$ cat config.mk
export PLATFORM = sky130hd
export DESIGN_NAME = adder_scheduler
export DESIGN_NICKNAME = d
export VERILOG_FILES = /design/src/rtl/adder_sched_pkg.sv /design/src/rtl/ripple_adder.sv /design/src/rtl/adder_scheduler.sv
export SDC_FILE = /design/constraint.sdc
export NUM_CORES = 1
export LEC_CHECK = 0
export BUFFER_PORTS_ARGS = -buffer_cell sky130_fd_sc_hd__buf_2
export CAP_MARGIN = 30
export CORE_AREA = 2 2 151 153
export CTS_CLUSTER_DIAMETER = 60
export CTS_CLUSTER_SIZE = 20
export DETAILED_ROUTE_END_ITERATION = 8
export DIE_AREA = 0 0 153 155
export GPL_TIMING_DRIVEN = 0
export PLACE_DENSITY_LB_ADDON = 0.3
export SLEW_MARGIN = 30
export SYNTH_ARGS = -nofsm -noshare
export SYNTH_HDL_FRONTEND = slang
export SYNTH_SLANG_ARGS = --single-unit
$ cat constraint.sdc
create_clock -name clk -period 21.1 [get_ports clk]
set_input_delay 2.11 -clock clk [delete_from_list [all_inputs] [get_ports clk]]
set_output_delay 2.11 -clock clk [all_outputs]
set_load 0.02 [all_outputs]
$ cat src/rtl/adder_sched_pkg.sv
// Shared definitions for the adder scheduler: FSM state encoding, default datapath
// width, requester-ID width and the settle-counter width.
package adder_sched_pkg;

  localparam int unsigned WIDTH_DEFAULT = 40;
  localparam int unsigned ID_WIDTH      = 1;
  // Wide enough for SETTLE-1 with SETTLE in 1..15.
  localparam int unsigned CNT_WIDTH     = 4;

  localparam logic [1:0] IdleEnc   = 2'd0;
  localparam logic [1:0] SettleEnc = 2'd1;
  localparam logic [1:0] RespEnc   = 2'd2;

  typedef enum logic [1:0] {
    StIdle   = IdleEnc,
    StSettle = SettleEnc,
    StResp   = RespEnc
  } state_e;

  typedef logic [ID_WIDTH-1:0] id_t;

endpackage

$ cat src/rtl/ripple_adder.sv
// Purely combinational ripple-carry adder.
// Ports:
//   a, b  : WIDTH-bit unsigned operands
//   cin   : carry in
//   sum   : WIDTH-bit sum
//   cout  : carry out of the top bit
// The scheduler samples this adder as a multicycle path, so the full carry chain is
// allowed SETTLE clock periods to resolve.
module ripple_adder #(
  parameter int unsigned WIDTH = 40
) (
  input  logic [WIDTH-1:0] a,
  input  logic [WIDTH-1:0] b,
  input  logic             cin,
  output logic [WIDTH-1:0] sum,
  output logic             cout
);

  // Carry is threaded through a block-local variable to keep the chain a single
  // combinational process.
  always_comb begin
    logic c;
    c   = cin;
    sum = '0;
    for (int i = 0; i < int'(WIDTH); i++) begin
      sum[i] = a[i] ^ b[i] ^ c;
      c      = (a[i] & b[i]) | (c & (a[i] ^ b[i]));
    end
    cout = c;
  end

endmodule

$ cat src/rtl/adder_scheduler.sv
// Shares one ripple-carry adder between two valid/ready requesters. A granted request
// loads the operand registers, waits SETTLE clocks for the adder to resolve, then
// presents a registered, ID-tagged result until the consumer accepts it.
// Ports:
//   clk, rst                   : clock, asynchronous active-high reset
//   reqN_valid / reqN_ready    : requester N handshake (N = 0, 1)
//   reqN_a, reqN_b, reqN_cin   : requester N operands
//   rsp_valid / rsp_ready      : result handshake
//   rsp_sum, rsp_cout, rsp_id  : registered result and originating requester
// Timing constraint: operand registers -> rsp_sum/rsp_cout is a SETTLE-cycle
// multicycle path.
module adder_scheduler
  import adder_sched_pkg::*;
#(
  parameter int unsigned WIDTH  = WIDTH_DEFAULT,
  parameter int unsigned SETTLE = 2
) (
  input  logic             clk,
  input  logic             rst,
  input  logic             req0_valid,
  output logic             req0_ready,
  input  logic [WIDTH-1:0] req0_a,
  input  logic [WIDTH-1:0] req0_b,
  input  logic             req0_cin,
  input  logic             req1_valid,
  output logic             req1_ready,
  input  logic [WIDTH-1:0] req1_a,
  input  logic [WIDTH-1:0] req1_b,
  input  logic             req1_cin,
  output logic             rsp_valid,
  input  logic             rsp_ready,
  output logic [WIDTH-1:0] rsp_sum,
  output logic             rsp_cout,
  output logic             rsp_id
);

  localparam logic [CNT_WIDTH-1:0] CntLoad = CNT_WIDTH'(SETTLE - 1);

  state_e                 state_q, state_d;
  logic                   last_q, last_d;
  logic [CNT_WIDTH-1:0]   cnt_q, cnt_d;
  logic [WIDTH-1:0]       op_a_q, op_a_d;
  logic [WIDTH-1:0]       op_b_q, op_b_d;
  logic                   op_cin_q, op_cin_d;
  id_t                    op_id_q, op_id_d;
  logic                   rsp_valid_q, rsp_valid_d;
  logic [WIDTH-1:0]       rsp_sum_q, rsp_sum_d;
  logic                   rsp_cout_q, rsp_cout_d;
  id_t                    rsp_id_q, rsp_id_d;

  logic                   any_valid;
  logic                   grant;
  logic                   handshake;
  logic [WIDTH-1:0]       add_sum;
  logic                   add_cout;

  // Adder sees only the operand registers, which stay frozen outside IDLE.
  ripple_adder #(
    .WIDTH (WIDTH)
  ) u_adder (
    .a    (op_a_q),
    .b    (op_b_q),
    .cin  (op_cin_q),
    .sum  (add_sum),
    .cout (add_cout)
  );

  // Round-robin: on a tie the requester not granted last wins.
  always_comb begin
    any_valid = req0_valid | req1_valid;
    if (req0_valid && req1_valid) begin
      grant = ~last_q;
    end else begin
      grant = req1_valid;
    end
    // rst gating keeps readys low during reset even though state is already IDLE.
    req0_ready = !rst && (state_q == StIdle) && any_valid && !grant;
    req1_ready = !rst && (state_q == StIdle) && any_valid && grant;
    handshake  = req0_ready | req1_ready;
  end

  always_comb begin
    state_d     = state_q;
    last_d      = last_q;
    cnt_d       = cnt_q;
    op_a_d      = op_a_q;
    op_b_d      = op_b_q;
    op_cin_d    = op_cin_q;
    op_id_d     = op_id_q;
    rsp_valid_d = rsp_valid_q;
    rsp_sum_d   = rsp_sum_q;
    rsp_cout_d  = rsp_cout_q;
    rsp_id_d    = rsp_id_q;

    unique case (state_q)
      StIdle: begin
        if (handshake) begin
          op_a_d   = grant ? req1_a   : req0_a;
          op_b_d   = grant ? req1_b   : req0_b;
          op_cin_d = grant ? req1_cin : req0_cin;
          op_id_d  = id_t'(grant);
          last_d   = grant;
          cnt_d    = CntLoad;
          state_d  = StSettle;
        end
      end
      StSettle: begin
        if (cnt_q != '0) begin
          cnt_d = cnt_q - CNT_WIDTH'(1);
        end else begin
          rsp_sum_d   = add_sum;
          rsp_cout_d  = add_cout;
          rsp_id_d    = op_id_q;
          rsp_valid_d = 1'b1;
          state_d     = StResp;
        end
      end
      StResp: begin
        if (rsp_ready) begin
          rsp_valid_d = 1'b0;
          state_d     = StIdle;
        end
      end
      default: begin
        state_d = StIdle;
      end
    endcase
  end

  always_ff @(posedge clk or posedge rst) begin
    if (rst) begin
      state_q     <= StIdle;
      last_q      <= 1'b1;
      cnt_q       <= '0;
      op_a_q      <= '0;
      op_b_q      <= '0;
      op_cin_q    <= 1'b0;
      op_id_q     <= '0;
      rsp_valid_q <= 1'b0;
      rsp_sum_q   <= '0;
      rsp_cout_q  <= 1'b0;
      rsp_id_q    <= '0;
    end else begin
      state_q     <= state_d;
      last_q      <= last_d;
      cnt_q       <= cnt_d;
      op_a_q      <= op_a_d;
      op_b_q      <= op_b_d;
      op_cin_q    <= op_cin_d;
      op_id_q     <= op_id_d;
      rsp_valid_q <= rsp_valid_d;
      rsp_sum_q   <= rsp_sum_d;
      rsp_cout_q  <= rsp_cout_d;
      rsp_id_q    <= rsp_id_d;
    end
  end

  assign rsp_valid = rsp_valid_q;
  assign rsp_sum   = rsp_sum_q;
  assign rsp_cout  = rsp_cout_q;
  assign rsp_id    = rsp_id_q;

endmodule

Word-level counts from Yosys, hierarchy flattened --
Cells that the tools add are included. W data, S select, Z words.
Cells by class: $add $sub $neg 1, equal/unequal tests 6, mux-type cells 14, bitwise logic cells 204, reduce and logical (&&, ||, !) cells 16
Operators with widths (count):
- $and A1 B1 Y1 | 80
- $mux W40 | 2
- $xor A1 B1 Y1 | 80
- $or A1 B1 Y1 | 42
- $reduce_and A3 Y1 | 3
- $mux W4 | 2
- $ne A2 B2 Y1 const B | 4
- $pmux W4 S2 | 1
- $mux W2 | 3
- $pmux W2 S3 | 1
- $logic_and A1 B1 Y1 | 5
- $mux W1 | 4
- $reduce_and A2 Y1 | 2
- $reduce_bool A2 Y1 | 2
- $reduce_bool A4 Y1 | 1
- $sub A4 B1 Y4 const B | 1
- $eq A2 B1 Y1 const B | 1
- $eq A2 B2 Y1 const B | 1
- $logic_not A1 Y1 | 2
- $logic_not A2 Y1 | 1
- $not A1 Y1 | 2
- $pmux W1 S2 | 1
Storage, ports and cells: register bits after elaboration 132, output and inout port bits 45, logic and storage cells 252

Depth between registers and ports, before layout --
Gate-level depths: netlist of run 1.
word-level depth 81, mapped depth 44, gate-level depth less buffers 44

Hierarchy --
From an unflattened synthesis of run 1, not the netlist that was laid out.
Second synthesis, totals: cells, all modules 464, area total of the unflattened synthesis 6557.5 sq um
By module, submodules not included:
- adder_scheduler | instances 1, cells each 414, area an instance 5719.2 sq um
- ripple_adder | instances 1, cells each 50, area an instance 838.3 sq um

Worst setup path after synthesis of run 1 --
No wires, ideal clock.
path kind flip-flop to flip-flop, start point reg op_a_q[0], end point reg rsp_sum_q[39] (netlist: rsp_sum[39]), setup time 0.079 ns, data arrival time 15.697 ns, required time 21.021 ns, path slack 5.323 ns, cell stages (with the launch flop) 45, path buffers 0, period minus slack after synthesis 15.777 ns, cell sequence dfrtp_1 -> fa_1 -> fa_1 -> fa_1 -> fa_1 -> fa_1 -> fa_1 -> fa_1 -> fa_1 -> fa_1 -> fa_1 -> fa_1 -> fa_1 -> fa_1 -> fa_1 -> fa_1 -> fa_1 -> inv_1 -> [9 not listed] -> fa_1 -> fa_1 -> fa_1 -> fa_1 -> fa_1 -> fa_1 -> fa_1 -> fa_1 -> fa_1 -> fa_1 -> fa_1 -> fa_1 -> fa_1 -> fa_1 -> fa_1 -> inv_1 -> fa_1 -> mux2i_1
Between the ends: longest elaborated chain between the ends 80
Ends and longest elaborated chain:
- from (decl) | RTL line adder_scheduler.sv:42 | logic [WIDTH-1:0] op_a_q, op_a_d;
- from (signal assigned) | RTL line adder_scheduler.sv:147 | op_a_q <= op_a_d;
- $xor A1 B1 Y1 | RTL line ripple_adder.sv:27 | c = (a[i] & b[i]) | (c & (a[i] ^ b[i]));
- $and A1 B1 Y1 | RTL line ripple_adder.sv:27
- $or A1 B1 Y1 * | RTL line ripple_adder.sv:27
- $and A1 B1 Y1 * | RTL line ripple_adder.sv:27
- $or A1 B1 Y1 * | RTL line ripple_adder.sv:27
- $and A1 B1 Y1 * | RTL line ripple_adder.sv:27
- $or A1 B1 Y1 * | RTL line ripple_adder.sv:27
- $and A1 B1 Y1 * | RTL line ripple_adder.sv:27
- [64 not listed]
- $or A1 B1 Y1 * | RTL line ripple_adder.sv:27
- $and A1 B1 Y1 * | RTL line ripple_adder.sv:27
- $or A1 B1 Y1 * | RTL line ripple_adder.sv:27
- $and A1 B1 Y1 * | RTL line ripple_adder.sv:27
- $or A1 B1 Y1 * | RTL line ripple_adder.sv:27
- $and A1 B1 Y1 * | RTL line ripple_adder.sv:27
- $or A1 B1 Y1 * | RTL line ripple_adder.sv:27
- $xor A1 B1 Y1 * | RTL line ripple_adder.sv:26 | sum[i] = a[i] ^ b[i] ^ c;
- to (signal assigned) | RTL line adder_scheduler.sv:152 | rsp_sum_q <= rsp_sum_d;
- to (decl) | RTL line adder_scheduler.sv:47 | logic [WIDTH-1:0] rsp_sum_q, rsp_sum_d;
Mark *: on every way between the ends. The rest lies on a longest branch, timed or not. A chain may end at the register's enable or synchronous reset.

Worst setup path after layout of run 1 --
Same ends and word-level chain as after synthesis.

==> impl_metrics.sql, run 1 <==
INSERT INTO impl_metrics (metric_group, metric, value, unit) VALUES
('run_status', 'run_status', 'completed', ''),
('route', 'route.detailed.wl_per_inst', '19.6', 'um'),
('yosys', 'avgSynthCellArea', '14.4', 'um2'),
('sta', 'final.min_clock_period', '16.71', 'ns'),
('global_route', 'antenna_found_initial', '2', ''),
('pwr', 'p_clk_share', '21.6', '%'),
('route', 'met3_length', '973', 'um'),
('route', 'detail_route.wirelength.met1', '8960', 'um'),
('route', 'via_count', '4836', ''),
('placement', 'detailedPlacementHpwl', '14500', 'um'),
('yosys', 'netlist_area', '6710', 'um2'),
('critical_path', 'crit_required', '21.44', 'ns'),
('yosys', 'synth_nets', '676', ''),
('global_route', 'grt.overflow.total', '0', ''),
('clock_tree', 'htree_levels', '4', ''),
('die', 'pin_count', '212', ''),
('die', 'die_x_extent', '153', 'um'),
('yosys', 'synth_commonest_cells', '131 x sky130_fd_sc_hd__dfrtp_1, 82 x sky130_fd_sc_hd__a221o_1, 77 x sky130_fd_sc_hd__a21boi_0', ''),
('yosys', 'synth.most_common_cell', 'sky130_fd_sc_hd__dfrtp_1', ''),
('critical_path', 'r2r-start', 'op_a_q[0]', ''),
('clock_tree', 'clockBufferDepth', '2', ''),
('placement', 'final_weighted_congestion_of_routability_driven_global_placement', '0.753', ''),
('critical_path', 'cpPeakStageDelay', '0.45', 'ns'),
('global_route', 'maximum_number_of_pins_on_one_net_before_global_route_repair', '76', ''),
('final_layout', 'finalNetCount', '907', ''),
('yosys', 'synth_top_area_cell', 'sky130_fd_sc_hd__dfrtp_1', ''),
('critical_path', 'crit_path_frequent_cell', 'sky130_fd_sc_hd__fa_1', ''),
('pwr', 'power.net_switching', '0.488', 'mW'),
('sta', 'clock.fmax', '0.0599', 'GHz'),
('sta', 'totalNegativeSetupSlack', '0', 'ns'),
('critical_path', 'critPathSlowestCell', 'sky130_fd_sc_hd__fa_1', ''),
('clock_tree', 'tritoncts', 'yes', ''),
('route', 'detail_route.vias_per_cell', '4.85', ''),
('pwr', 'static-leakage-power', '4.20', 'nW'),
('route', 'detail_route.first_pass.iterations', '4', ''),
('sta', 'final_min_period_over_clock_period', '79.2', '%'),
('die', 'core_region_area', '22200', 'um2'),
('clock_tree', 'clk-insertion-delay-late', '0.41', 'ns'),
('job', 'max_cap_viol_count', '0', ''),
('clock_tree', 'cts.reportedPaths.clkPinSlew', '0.06', 'ns'),
('sta', 'worstMarginPinSlew', '0.626', 'ns'),
('sta', 'timing.final.hold_violations', '0', ''),
('global_route', 'grt_first_pass_wirelength', '30600', 'um'),
('route', 'drc', '0', ''),
('critical_path', 'critical_path.startpoint_type', 'flop', ''),
('sta', 'fin_ws', '4.39', 'ns'),
('sta', 'timing_max_transition_violations_final', '0', ''),
('critical_path', 'worst_setup_path_endpoint', 'rsp_sum[39]', ''),
('worst_hold_path', 'class_of_the_tightest_hold_or_removal_check', 'reg2reg', ''),
('sta', 'final-setup-viol-count', '0', ''),
('pwr', 'comb_power_share', '43.9', '%'),
('yosys', 'postSynth.asyncResetShare', '100', '%'),
('critical_path', 'setup.reg_to_reg.worst_slack', '4.39', 'ns'),
('route', 'antenna_violating_nets_post_route', '0', ''),
('critical_path', 'path_class', 'reg2reg', ''),
('yosys', 'synth_seq_cells', '132', ''),
('final_layout', 'share_of_post_route_cells_with_drive_strength_above_1', '44.3', '%'),
('final_layout', 'layout-area-overhead-vs-synth', '30.4', '%'),
('yosys', 'synth_area_leaders', 'sky130_fd_sc_hd__dfrtp_1 49%, sky130_fd_sc_hd__a221o_1 12%, sky130_fd_sc_hd__fa_1 12%', ''),
('global_route', 'grt_pass1_vias', '5222', ''),
('sta', 'timing.slew.headroom', '58.2', '%'),
('critical_path', 'cp_max_fo', '2', ''),
('critical_path', 'capture_instance_of_the_worst_register_to_register_path', 'rsp_sum[39]', ''),
('yosys', 'post_synth_num_cell_types', '33', ''),
('clock_tree', 'clk_root_buffer_cell', 'sky130_fd_sc_hd__clkbuf_16', ''),
('die', 'die_extent_in_y', '155', 'um'),
('pwr', 'p_per_area', '155', 'nW/um2'),
('yosys', 'ys_dominant_reg_cell', 'sky130_fd_sc_hd__dfrtp_1', ''),
('clock_tree', 'number_of_buffers_created_by_cts', '17', ''),
('global_route', 'grt.total_usage', '17.1', '%'),
('die', 'initial_core_util', '30.2', '%');
## logic make-up (layout without fill, tap and decap cells)
logic type               count (synthesis)  in the layout  share of synthesized area (%)
AO/OA/AOI/OAI                          175            175                           22.4
adder cells (fa/ha/maj)                 42             42                           12.3
buffers and inverters                   59            303                           5.37
flip-flops                             132            132                           49.2
multiplexers                            43             43                           9.17
other                                    0              2                              0
AND/OR/NAND/NOR                         16             16                           1.55
## per-layer routing
| layer | global-route usage [%] | vias up |
|---|---|---|
| li1 | - | 2234 |
| met1 | 23.4 | 2431 |
| met2 | 27.5 | 154 |
| met3 | 4.09 | 17 |
| met4 | 4.28 | 0 |
| met5 | 0 | - |
## final cells by class
| cell class | instances | area, um2 |
|---|---|---|
| sequential | 132 | 3300 |
| buffer | 43 | 300 |
| clock inverter | 7 | 70.1 |
| fill | 2156 | 13500 |
| clock buffer | 25 | 515 |
| multi-input combinational | 276 | 3050 |
| antenna | 2 | 5.00 |
| inverter | 16 | 67.6 |
| tap | 285 | 357 |
| timing repair buffer | 212 | 1080 |
## placed cells by master (no fill, tap or decap), drive strengths merged, types with 4 or more instances in the layout
cell	netlist	final
inv	16	16
a221o	82	82
nand2	4	4
a21boi	77	77
clkbuf	14	39
dfrtp	131	131
mux2	40	40
fa	40	40
a21oi	5	5
buf	29	241
clkinvlp	0	4
## worst max-delay path: cells and delay by family, from the launching register on
family	cells	cell delay (ns)
DFF	1	0.41
adders and majority gates	40	15.88
muxes	1	0.13
buffers and inverters	3	0.20
## through the flow
stage	cells	util (%)	power (mW)	cell area (um2)
finish	998	39.4	1.36	8750
detailed placement	964	36.7	1.08	8160
floorplan	467	-	0.888	6710
global placement	963	36.5	1.06	8120
CTS	996	39.3	1.38	8740
global route	998	39.4	1.47	8750
## state kept, by name, summed over array words and instances (netlist names)
register and count:
rsp_cout 1, cnt_q 4, state_q 2, rsp_sum 40, last_q 1, rsp_valid 1
rsp_id 1, op_cin_q 1, op_id_q 1, op_a_q 40, op_b_q 40
## worst min path at each step
stage	start	endpoint	slack (ns)	cells past startpoint
CTS	op_id_q	op_id_q	0.48	1
finish	op_id_q	op_id_q	0.48	1
floorplan	op_id_q	op_id_q	0.45	1
global placement	op_id_q	op_id_q	0.47	1
global route	op_id_q	op_id_q	0.50	1
detailed placement	op_id_q	op_id_q	0.47	1
## power by group through the flow
stage               registers [mW]  clock network (mW)  logic (mW)
finish                       0.467               0.292       0.595
CTS                          0.471               0.301       0.606
floorplan                    0.501                   0       0.387
global route                 0.487               0.312       0.670
global placement             0.472                   0       0.587
detailed placement           0.473                   0       0.605
Note: power is estimated with default switching activity, not from simulation.
==> inputs of run 2 (changes only) <==
--- a/config.mk
+++ b/config.mk
@@ -5,13 +5,14 @@
 export SDC_FILE = /design/constraint.sdc
 export NUM_CORES = 1
 export LEC_CHECK = 0
+export ABC_AREA = 1
 export BUFFER_PORTS_ARGS = -buffer_cell sky130_fd_sc_hd__buf_2
 export CAP_MARGIN = 30
-export CORE_AREA = 2 2 151 153
+export CORE_AREA = 2 2 154 156
 export CTS_CLUSTER_DIAMETER = 60
 export CTS_CLUSTER_SIZE = 20
 export DETAILED_ROUTE_END_ITERATION = 8
-export DIE_AREA = 0 0 153 155
+export DIE_AREA = 0 0 156 158
 export GPL_TIMING_DRIVEN = 0
 export PLACE_DENSITY_LB_ADDON = 0.3
 export SLEW_MARGIN = 30
==> constraint.sdc (replaced) <==
create_clock -name clk -period 17.5 [get_ports clk]
set_input_delay 1.75 -clock clk [delete_from_list [all_inputs] [get_ports clk]]
set_output_delay 1.75 -clock clk [all_outputs]
set_load 0.02 [all_outputs]
==> run 2 against run 1 <==
Against the previous run: routed wire length is 0.49% higher; worst hold slack lost 0.018 ns; final area is 3.4% higher; global-route usage decreased by 0.61 points; non-clock buffer count increased by 1; utilization fell by 0.12 points; combinational power increased by 16%; clock power increased by 22%; highest routed layer is now met5.
==> impl_metrics.sql, run 2 <==
INSERT INTO impl_metrics (metric_group, metric, value, unit) VALUES
('sta', 'timing.final.hold_violations', '0', ''),
('clock_tree', 'cts.reportedPaths.clkPinSlew', '0.06', 'ns'),
('die', 'placementRows', '56', ''),
('yosys', 'netlist_area', '7000', 'um2'),
('die', 'core_region_area', '23100', 'um2'),
('clock_tree', 'htree_levels', '4', ''),
('die', 'die_x_extent', '156', 'um'),
('critical_path', 'cpPeakStageDelay', '0.45', 'ns'),
('yosys', 'synth.most_common_cell', 'sky130_fd_sc_hd__nand2_1', ''),
('global_route', 'grt_first_pass_wirelength', '30600', 'um'),
('yosys', 'avgSynthCellArea', '7.93', 'um2'),
('run_status', 'run_status', 'completed', ''),
('yosys', 'edff_count_synth', '0', ''),
('final_layout', 'finalNetCount', '1322', ''),
('final_layout', 'share_of_post_route_cells_with_drive_strength_above_1', '25.3', '%'),
('die', 'die_extent_in_y', '158', 'um'),
('critical_path', 'path_class', 'reg2reg', ''),
('yosys', 'synth_seq_cells', '132', ''),
('clock_tree', 'tritoncts', 'yes', ''),
('sta', 'final.min_clock_period', '16.75', 'ns'),
('critical_path', 'r2r-start', 'op_a_q[0]', ''),
('yosys', 'synth_area_leaders', 'sky130_fd_sc_hd__dfrtp_1 47%, sky130_fd_sc_hd__nand2_1 29%, sky130_fd_sc_hd__fa_1 11%', ''),
('route', 'detail_route.first_pass.iterations', '4', ''),
('yosys', 'number_of_instances_in_the_synthesized_netlist', '882', ''),
('pwr', 'peakVddDrop', '0.0534', 'mV'),
('final_layout', 'finalInstanceArea', '9050', 'um2'),
('clock_tree', 'cts_resized', '0', ''),
('sta', 'timing.slew.headroom', '57.7', '%'),
('final_layout', 'area_of_the_multi_input_gates', '3220', 'um2'),
('route', 'route.detailed.wl_per_inst', '13.9', 'um'),
('sta', 'clock_skew', '0.00786', 'ns'),
('sta', 'worstMarginPinSlew', '0.635', 'ns'),
('critical_path', 'critPathSlowestCell', 'sky130_fd_sc_hd__fa_1', ''),
('global_route', 'maximum_number_of_pins_on_one_net_before_global_route_repair', '86', ''),
('route', 'detail_route.wirelength', '19600', 'um'),
('route', 'via_count', '6028', ''),
('sta', 'timing_max_transition_violations_final', '0', ''),
('route', 'met3_length', '987', 'um'),
('die', 'initial_core_util', '30.4', '%'),
('die', 'design.die.area', '24600', 'um2'),
('final_layout', 'nFillCells', '2420', ''),
('yosys', 'ys.warnings.count', '0', ''),
('worst_hold_path', 'holdCritStartpoint', 'last_q', ''),
('sta', 'totalNegativeSetupSlack', '0', 'ns'),
('die', 'pin_count', '212', ''),
('pwr', 'static-leakage-power', '5.24', 'nW'),
('placement', 'detailedPlacementHpwl', '14700', 'um'),
('job', 'max_cap_viol_count', '0', ''),
('sta', 'final_min_period_over_clock_period', '95.7', '%'),
('critical_path', 'length_in_cells_of_the_worst_reg_to_reg_path', '44', ''),
('route', 'met2RoutedLength', '9230', 'um'),
('route', 'antenna_violating_nets_post_route', '0', ''),
('yosys', 'post_synth_num_cell_types', '23', ''),
('yosys', 'synth_commonest_cells', '538 x sky130_fd_sc_hd__nand2_1, 131 x sky130_fd_sc_hd__dfrtp_1, 52 x sky130_fd_sc_hd__inv_1', ''),
('sta', 'clock.fmax', '0.0597', 'GHz'),
('final_layout', 'area.sequential', '3300', 'um2'),
('global_route', 'grt_pass1_vias', '5797', ''),
('route', 'highest-signal-layer', 'met5', ''),
('yosys', 'postSynth.asyncResetShare', '100', '%'),
('critical_path', 'capture_instance_of_the_worst_register_to_register_path', 'rsp_sum[39]', ''),
('final_layout', 'layout_commonest_cell', 'sky130_fd_sc_hd__nand2_1', ''),
('final_layout', 'commonest_cells_after_routing_fill_and_taps_aside', '538 x sky130_fd_sc_hd__nand2_1, 226 x sky130_fd_sc_hd__buf_2, 131 x sky130_fd_sc_hd__dfrtp_1', ''),
('clock_tree', 'post-cts-setup-buffers', '0', ''),
('yosys', 'ys_dominant_reg_cell', 'sky130_fd_sc_hd__dfrtp_1', ''),
('critical_path', 'setup.reg_to_reg.worst_slack', '0.75', 'ns'),
('critical_path', 'crit_required', '17.84', 'ns'),
('yosys', 'synth_top_area_cell', 'sky130_fd_sc_hd__dfrtp_1', ''),
('clock_tree', 'hold_buffers', '0', ''),
('final_layout', 'layout-area-overhead-vs-synth', '29.3', '%'),
('yosys', 'synth_top_cell_area_share', '46.9', '%'),
('sta', 'unrepaired_setup_endpoints_after_global_routing', 'false', ''),
('critical_path', 'worstSetupEndpointType', 'flop', ''),
('critical_path', 'cp_max_fo', '2', ''),
('placement', 'placed_cell_area', '8450', 'um2'),
('placement', 'io_buffer_count', '211', ''),
('clock_tree', 'number_of_buffers_created_by_cts', '17', ''),
('worst_hold_path', 'whs_path_depth', '2', ''),
('pwr', 'p_per_area', '178', 'nW/um2'),
('global_route', 'antenna_found_initial', '2', ''),
('route', 'drc', '0', ''),
('clock_tree', 'cts.sinks', '132', ''),
('sta', 'final-setup-viol-count', '0', ''),
('critical_path', 'crit_arrival', '17.09', 'ns'),
('clock_tree', 'clk-insertion-delay-late', '0.41', 'ns'),
('yosys', 'synth_nets', '1091', ''),
('yosys', 'ys_seq_area_share', '47.2', '%'),
('route', 'detail_route.wirelength.met1', '9200', 'um'),
('critical_path', 'crit_path_frequent_cell', 'sky130_fd_sc_hd__fa_1', ''),
('route', 'detail_route.vias_per_cell', '4.25', ''),
('worst_hold_path', 'whs_endpoint', 'last_q', ''),
('clock_tree', 'clk_root_buffer_cell', 'sky130_fd_sc_hd__clkbuf_16', ''),
('worst_hold_path', 'class_of_the_tightest_hold_or_removal_check', 'reg2reg', ''),
('global_route', 'grt.total_usage', '16.5', '%'),
('global_route', 'grt.overflow.total', '0', ''),
('critical_path', 'critical_path.startpoint_type', 'flop', ''),
('clock_tree', 'clockBufferDepth', '2', ''),
('route', 'initialDrtViolationCount', '204', ''),
('placement', 'final_weighted_congestion_of_routability_driven_global_placement', '0.752', '');
[run 2: cells by family after synthesis]
logic type,Yosys count,synth area share [%]
DFF,132,47.2
AOI/OAI and AO/OA,48,3.47
xor gates and xnor gates,1,0.125
buffers and inverters,100,6.81
adders and majority gates,42,11.8
and+or+nand+nor,559,30.6
[run 2: worst max-delay path by stage]
stage | from | to | slack, ns
2_1_floorplan | op_a_q[0] | rsp_sum[39] | 1.72
3_3_place_gp | op_a_q[0] | rsp_sum[39] | 0.80
3_5_place_dp | op_a_q[0] | rsp_sum[39] | 0.76
4_1_cts | op_a_q[0] | rsp_sum[39] | 0.71
5_1_grt | op_a_q[0] | rsp_sum[39] | 0.13
6_report | op_a_q[0] | rsp_sum[39] | 0.75
[run 2: critical path: cells and delay by family (launching register included)]
family | cells | cell delay [ns]
AOI/OAI and AO/OA | 1 | 0.13
adders and majority gates | 40 | 15.92
buffers and inverters | 3 | 0.22
DFF | 1 | 0.40
[run 2: through the flow]
stage / power (mW) / util [%] / hold slack, ns / std cells / setup slack, ns
after floorplan: 1.05 / - / 0.443 / 882 / 1.72
after global placement: 1.26 / 36.5 / 0.451 / 1383 / 0.802
after detailed placement: 1.28 / 36.7 / 0.462 / 1384 / 0.756
after CTS: 1.65 / 39.2 / 0.470 / 1416 / 0.714
after global routing: 1.79 / 39.2 / 0.488 / 1416 / 0.134
final: 1.61 / 39.2 / 0.465 / 1417 / 0.749
[run 2: area by class of cell]
type / count / share of cell area (%)
Inverter: 56 / 2.41
Buffer: 44 / 2.95
Multi-Input combinational cell: 650 / 35.5
Timing Repair Buffer: 212 / 12.0
Clock buffer: 24 / 5.44
Tap cell: 290 / 4.01
Sequential cell: 132 / 36.5
Antenna cell: 1 / 0.0277
Clock inverter: 8 / 1.12
[run 2: where the power goes]
group	internal [mW]	total [mW]	leakage (nW)	switching [mW]
Clock	0.225	0.356	0.282	0.131
Sequential	0.458	0.567	1.66	0.109
Combinational	0.271	0.690	3.31	0.420
Total	0.953	1.61	5.24	0.660
[run 2: metal layers]
layer / track usage [%] / vias up
met3: 3.97 / 15
met4: 4.63 / 2
li1: - / 3100
met5: 0 / -
met1: 21.6 / 2760
met2: 27.4 / 151
==> inputs of run 3 (changes only) <==
--- a/config.mk
+++ b/config.mk
@@ -8,11 +8,11 @@
 export ABC_AREA = 1
 export BUFFER_PORTS_ARGS = -buffer_cell sky130_fd_sc_hd__buf_2
 export CAP_MARGIN = 30
-export CORE_AREA = 2 2 154 156
+export CORE_AREA = 2 2 110 218
 export CTS_CLUSTER_DIAMETER = 60
 export CTS_CLUSTER_SIZE = 20
 export DETAILED_ROUTE_END_ITERATION = 8
-export DIE_AREA = 0 0 156 158
+export DIE_AREA = 0 0 112 220
 export GPL_TIMING_DRIVEN = 0
 export PLACE_DENSITY_LB_ADDON = 0.3
 export SLEW_MARGIN = 30
==> run 3 against run 2 <==
Against the previous run: non-clock buffer count stayed put; via count is 1.4% higher; critical path depth stayed put.
==> impl_metrics.sql, run 3 (synthesized netlist as in run 2, its figures left out) <==
INSERT INTO impl_metrics (metric_group, metric, value, unit) VALUES
('pwr', 'sw_frac_of_total', '41.1', '%'),
('route', 'initialDrtViolationCount', '198', ''),
('final_layout', 'n_antenna_cell', '0', ''),
('route', 'detail_route.wirelength', '21000', 'um'),
('die', 'die_extent_in_y', '220', 'um'),
('die', 'pin_count', '212', ''),
('sta', 'clock.fmax', '0.0594', 'GHz'),
('sta', 'timing.slew.headroom', '60.1', '%'),
('sta', 'fin_ws', '0.666', 'ns'),
('die', 'core_region_area', '23100', 'um2'),
('sta', 'finalHoldWorstSlack', '0.475', 'ns'),
('final_layout', 'layoutNonFillerInstCount', '1409', ''),
('final_layout', 'nFillCells', '2521', ''),
('clock_tree', 'cts.sinks', '132', ''),
('placement', 'placed_cell_area', '8440', 'um2'),
('job', 'max_cap_viol_count', '0', ''),
('global_route', 'top_usage_layer', 'met2', ''),
('global_route', 'grt_use_met3', '2.78', '%'),
('sta', 'unrepaired_setup_endpoints_after_global_routing', 'false', ''),
('final_layout', 'finalInstanceArea', '9090', 'um2'),
('critical_path', 'r2r-start', 'op_cin_q', ''),
('global_route', 'grt_pass1_vias', '6040', ''),
('die', 'design.die.area', '24600', 'um2'),
('route', 'antenna_violating_nets_post_route', '0', ''),
('final_layout', 'commonest_cells_after_routing_fill_and_taps_aside', '538 x sky130_fd_sc_hd__nand2_1, 226 x sky130_fd_sc_hd__buf_2, 131 x sky130_fd_sc_hd__dfrtp_1', ''),
('sta', 'clock_skew', '0.0100', 'ns'),
('final_layout', 'layout_commonest_cell', 'sky130_fd_sc_hd__nand2_1', ''),
('global_route', 'grt.total_usage', '17.3', '%'),
('clock_tree', 'htree_levels', '4', ''),
('critical_path', 'crit_required', '17.85', 'ns'),
('worst_hold_path', 'holdCritStartpoint', 'last_q', ''),
('critical_path', 'cpPeakStageDelay', '0.46', 'ns'),
('global_route', 'grt_first_pass_wirelength', '32100', 'um'),
('route', 'detail_route.first_pass.iterations', '4', ''),
('placement', 'placedCellCount', '1377', ''),
('pwr', 'peakVddDrop', '0.0690', 'mV'),
('pwr', 'power.net_switching', '0.688', 'mW'),
('critical_path', 'setup.reg_to_reg.worst_slack', '0.67', 'ns'),
('critical_path', 'worstSetupEndpointType', 'flop', ''),
('critical_path', 'critical_path.startpoint_type', 'flop', ''),
('placement', 'detailedPlacementHpwl', '15900', 'um'),
('critical_path', 'cp_max_fo', '2', ''),
('pwr', 'static-leakage-power', '5.27', 'nW'),
('sta', 'final-setup-viol-count', '0', ''),
('clock_tree', 'number_of_buffers_created_by_cts', '17', ''),
('global_route', 'met1_use_gr', '18.3', '%'),
('clock_tree', 'cts_resized', '0', ''),
('pwr', 'p_per_area', '184', 'nW/um2'),
('critical_path', 'worst-path-buf-inv', '3', ''),
('pwr', 'comb_power_share', '42.3', '%'),
('route', 'drc', '0', ''),
('global_route', 'antenna_found_initial', '0', ''),
('global_route', 'grt.overflow.total', '0', ''),
('pwr', 'power.sequential.fraction', '33.9', '%'),
('placement', 'dp_slack', '0.689', 'ns'),
('global_route', 'maximum_number_of_pins_on_one_net_before_global_route_repair', '76', ''),
('pwr', 'internal_power_summed_over_all_cells', '0.986', 'mW'),
('final_layout', 'share_of_post_route_cells_with_drive_strength_above_1', '25.6', '%'),
('critical_path', 'capture_instance_of_the_worst_register_to_register_path', 'rsp_sum[39]', ''),
('route', 'detail_route.vias_per_cell', '4.34', ''),
('worst_hold_path', 'whs_endpoint', 'last_q', ''),
('clock_tree', 'clockBufferDepth', '2', ''),
('sta', 'worstMarginPinSlew', '0.599', 'ns'),
('clock_tree', 'tritoncts', 'yes', ''),
('placement', 'final_weighted_congestion_of_routability_driven_global_placement', '0.810', ''),
('sta', 'final_min_period_over_clock_period', '96.2', '%'),
('sta', 'totalNegativeSetupSlack', '0', 'ns'),
('sta', 'timing_max_transition_violations_final', '0', ''),
('clock_tree', 'post-cts-setup-buffers', '0', ''),
('critical_path', 'path_class', 'reg2reg', ''),
('placement', 'io_buffer_count', '211', ''),
('run_status', 'run_status', 'completed', ''),
('critical_path', 'crit_arrival', '17.18', 'ns'),
('route', 'route.detailed.wl_per_inst', '14.9', 'um'),
('clock_tree', 'hold_buffers', '0', ''),
('pwr', 'p_clk_share', '23.8', '%'),
('sta', 'timing.final.hold_violations', '0', ''),
('critical_path', 'length_in_cells_of_the_worst_reg_to_reg_path', '44', ''),
('critical_path', 'crit_path_frequent_cell', 'sky130_fd_sc_hd__fa_1', ''),
('final_layout', 'finalNetCount', '1322', ''),
('clock_tree', 'clk_root_buffer_cell', 'sky130_fd_sc_hd__clkbuf_16', ''),
('worst_hold_path', 'class_of_the_tightest_hold_or_removal_check', 'reg2reg', ''),
('die', 'placementRows', '79', ''),
('global_route', 'grtUsageMet2', '33.4', '%'),
('critical_path', 'critPathSlowestCell', 'sky130_fd_sc_hd__fa_1', ''),
('die', 'initial_core_util', '30.2', '%'),
('die', 'die_x_extent', '112', 'um'),
('sta', 'final.min_clock_period', '16.83', 'ns'),
('clock_tree', 'clk-insertion-delay-late', '0.42', 'ns'),
('final_layout', 'layout-area-overhead-vs-synth', '30.0', '%'),
('route', 'via_count', '6112', ''),
('critical_path', 'family_with_the_most_delay_on_the_worst_path', 'adder cells', ''),
('clock_tree', 'cts.reportedPaths.clkPinSlew', '0.06', 'ns'),
('worst_hold_path', 'whs_path_depth', '2', '');
## run 3: worst max-delay path by stage
stage,start,endpoint,slack (ns),cells past startpoint
2_1_floorplan,op_a_q[0],rsp_sum[39],1.72,44
3_3_place_gp,op_cin_q,rsp_sum[39],0.72,44
3_5_place_dp,op_cin_q,rsp_sum[39],0.69,44
4_1_cts,op_cin_q,rsp_sum[39],0.59,44
5_1_grt,op_cin_q,rsp_sum[39],0.15,44
6_report,op_cin_q,rsp_sum[39],0.67,44
## run 3: power groups by stage
stage,clock network (mW),registers (mW),logic (mW)
floorplan,0,0.608,0.440
finish,0.399,0.567,0.708
detailed placement,0,0.574,0.724
global route,0.421,0.589,0.825
global placement,0,0.569,0.704
CTS,0.407,0.570,0.728
## run 3: area by class of cell
cell class / instances / area, um2 / area share (%)
Buffer: 44 / 267 / 2.93
Clock buffer: 17 / 425 / 4.68
Clock inverter: 15 / 226 / 2.49
Inverter: 56 / 218 / 2.39
Multi-Input combinational cell: 650 / 3220 / 35.4
Sequential cell: 132 / 3300 / 36.3
Tap cell: 283 / 354 / 3.89
Timing Repair Buffer: 212 / 1080 / 11.9
## run 3: routing by layer
metal | vias up | routed length [um]
met1 | 2844 | 7910
met5 | - | 0
met4 | 0 | 605
met2 | 138 | 11800
met3 | 27 | 616
li1 | 3103 | -
## run 3: tightest hold or removal path, stage by stage (launching register included)
cell	delay (ns)
sky130_fd_sc_hd__dfstp_2	0.37
sky130_fd_sc_hd__nand2_1	0.06
sky130_fd_sc_hd__nand2_1	0.05
## run 3: per-stage QoR
step	power, mW	util [%]
2_1_floorplan	1.05	-
3_3_place_gp	1.27	36.3
3_5_place_dp	1.30	36.5
4_1_cts	1.70	39.3
5_1_grt	1.84	39.3
6_report	1.67	39.3
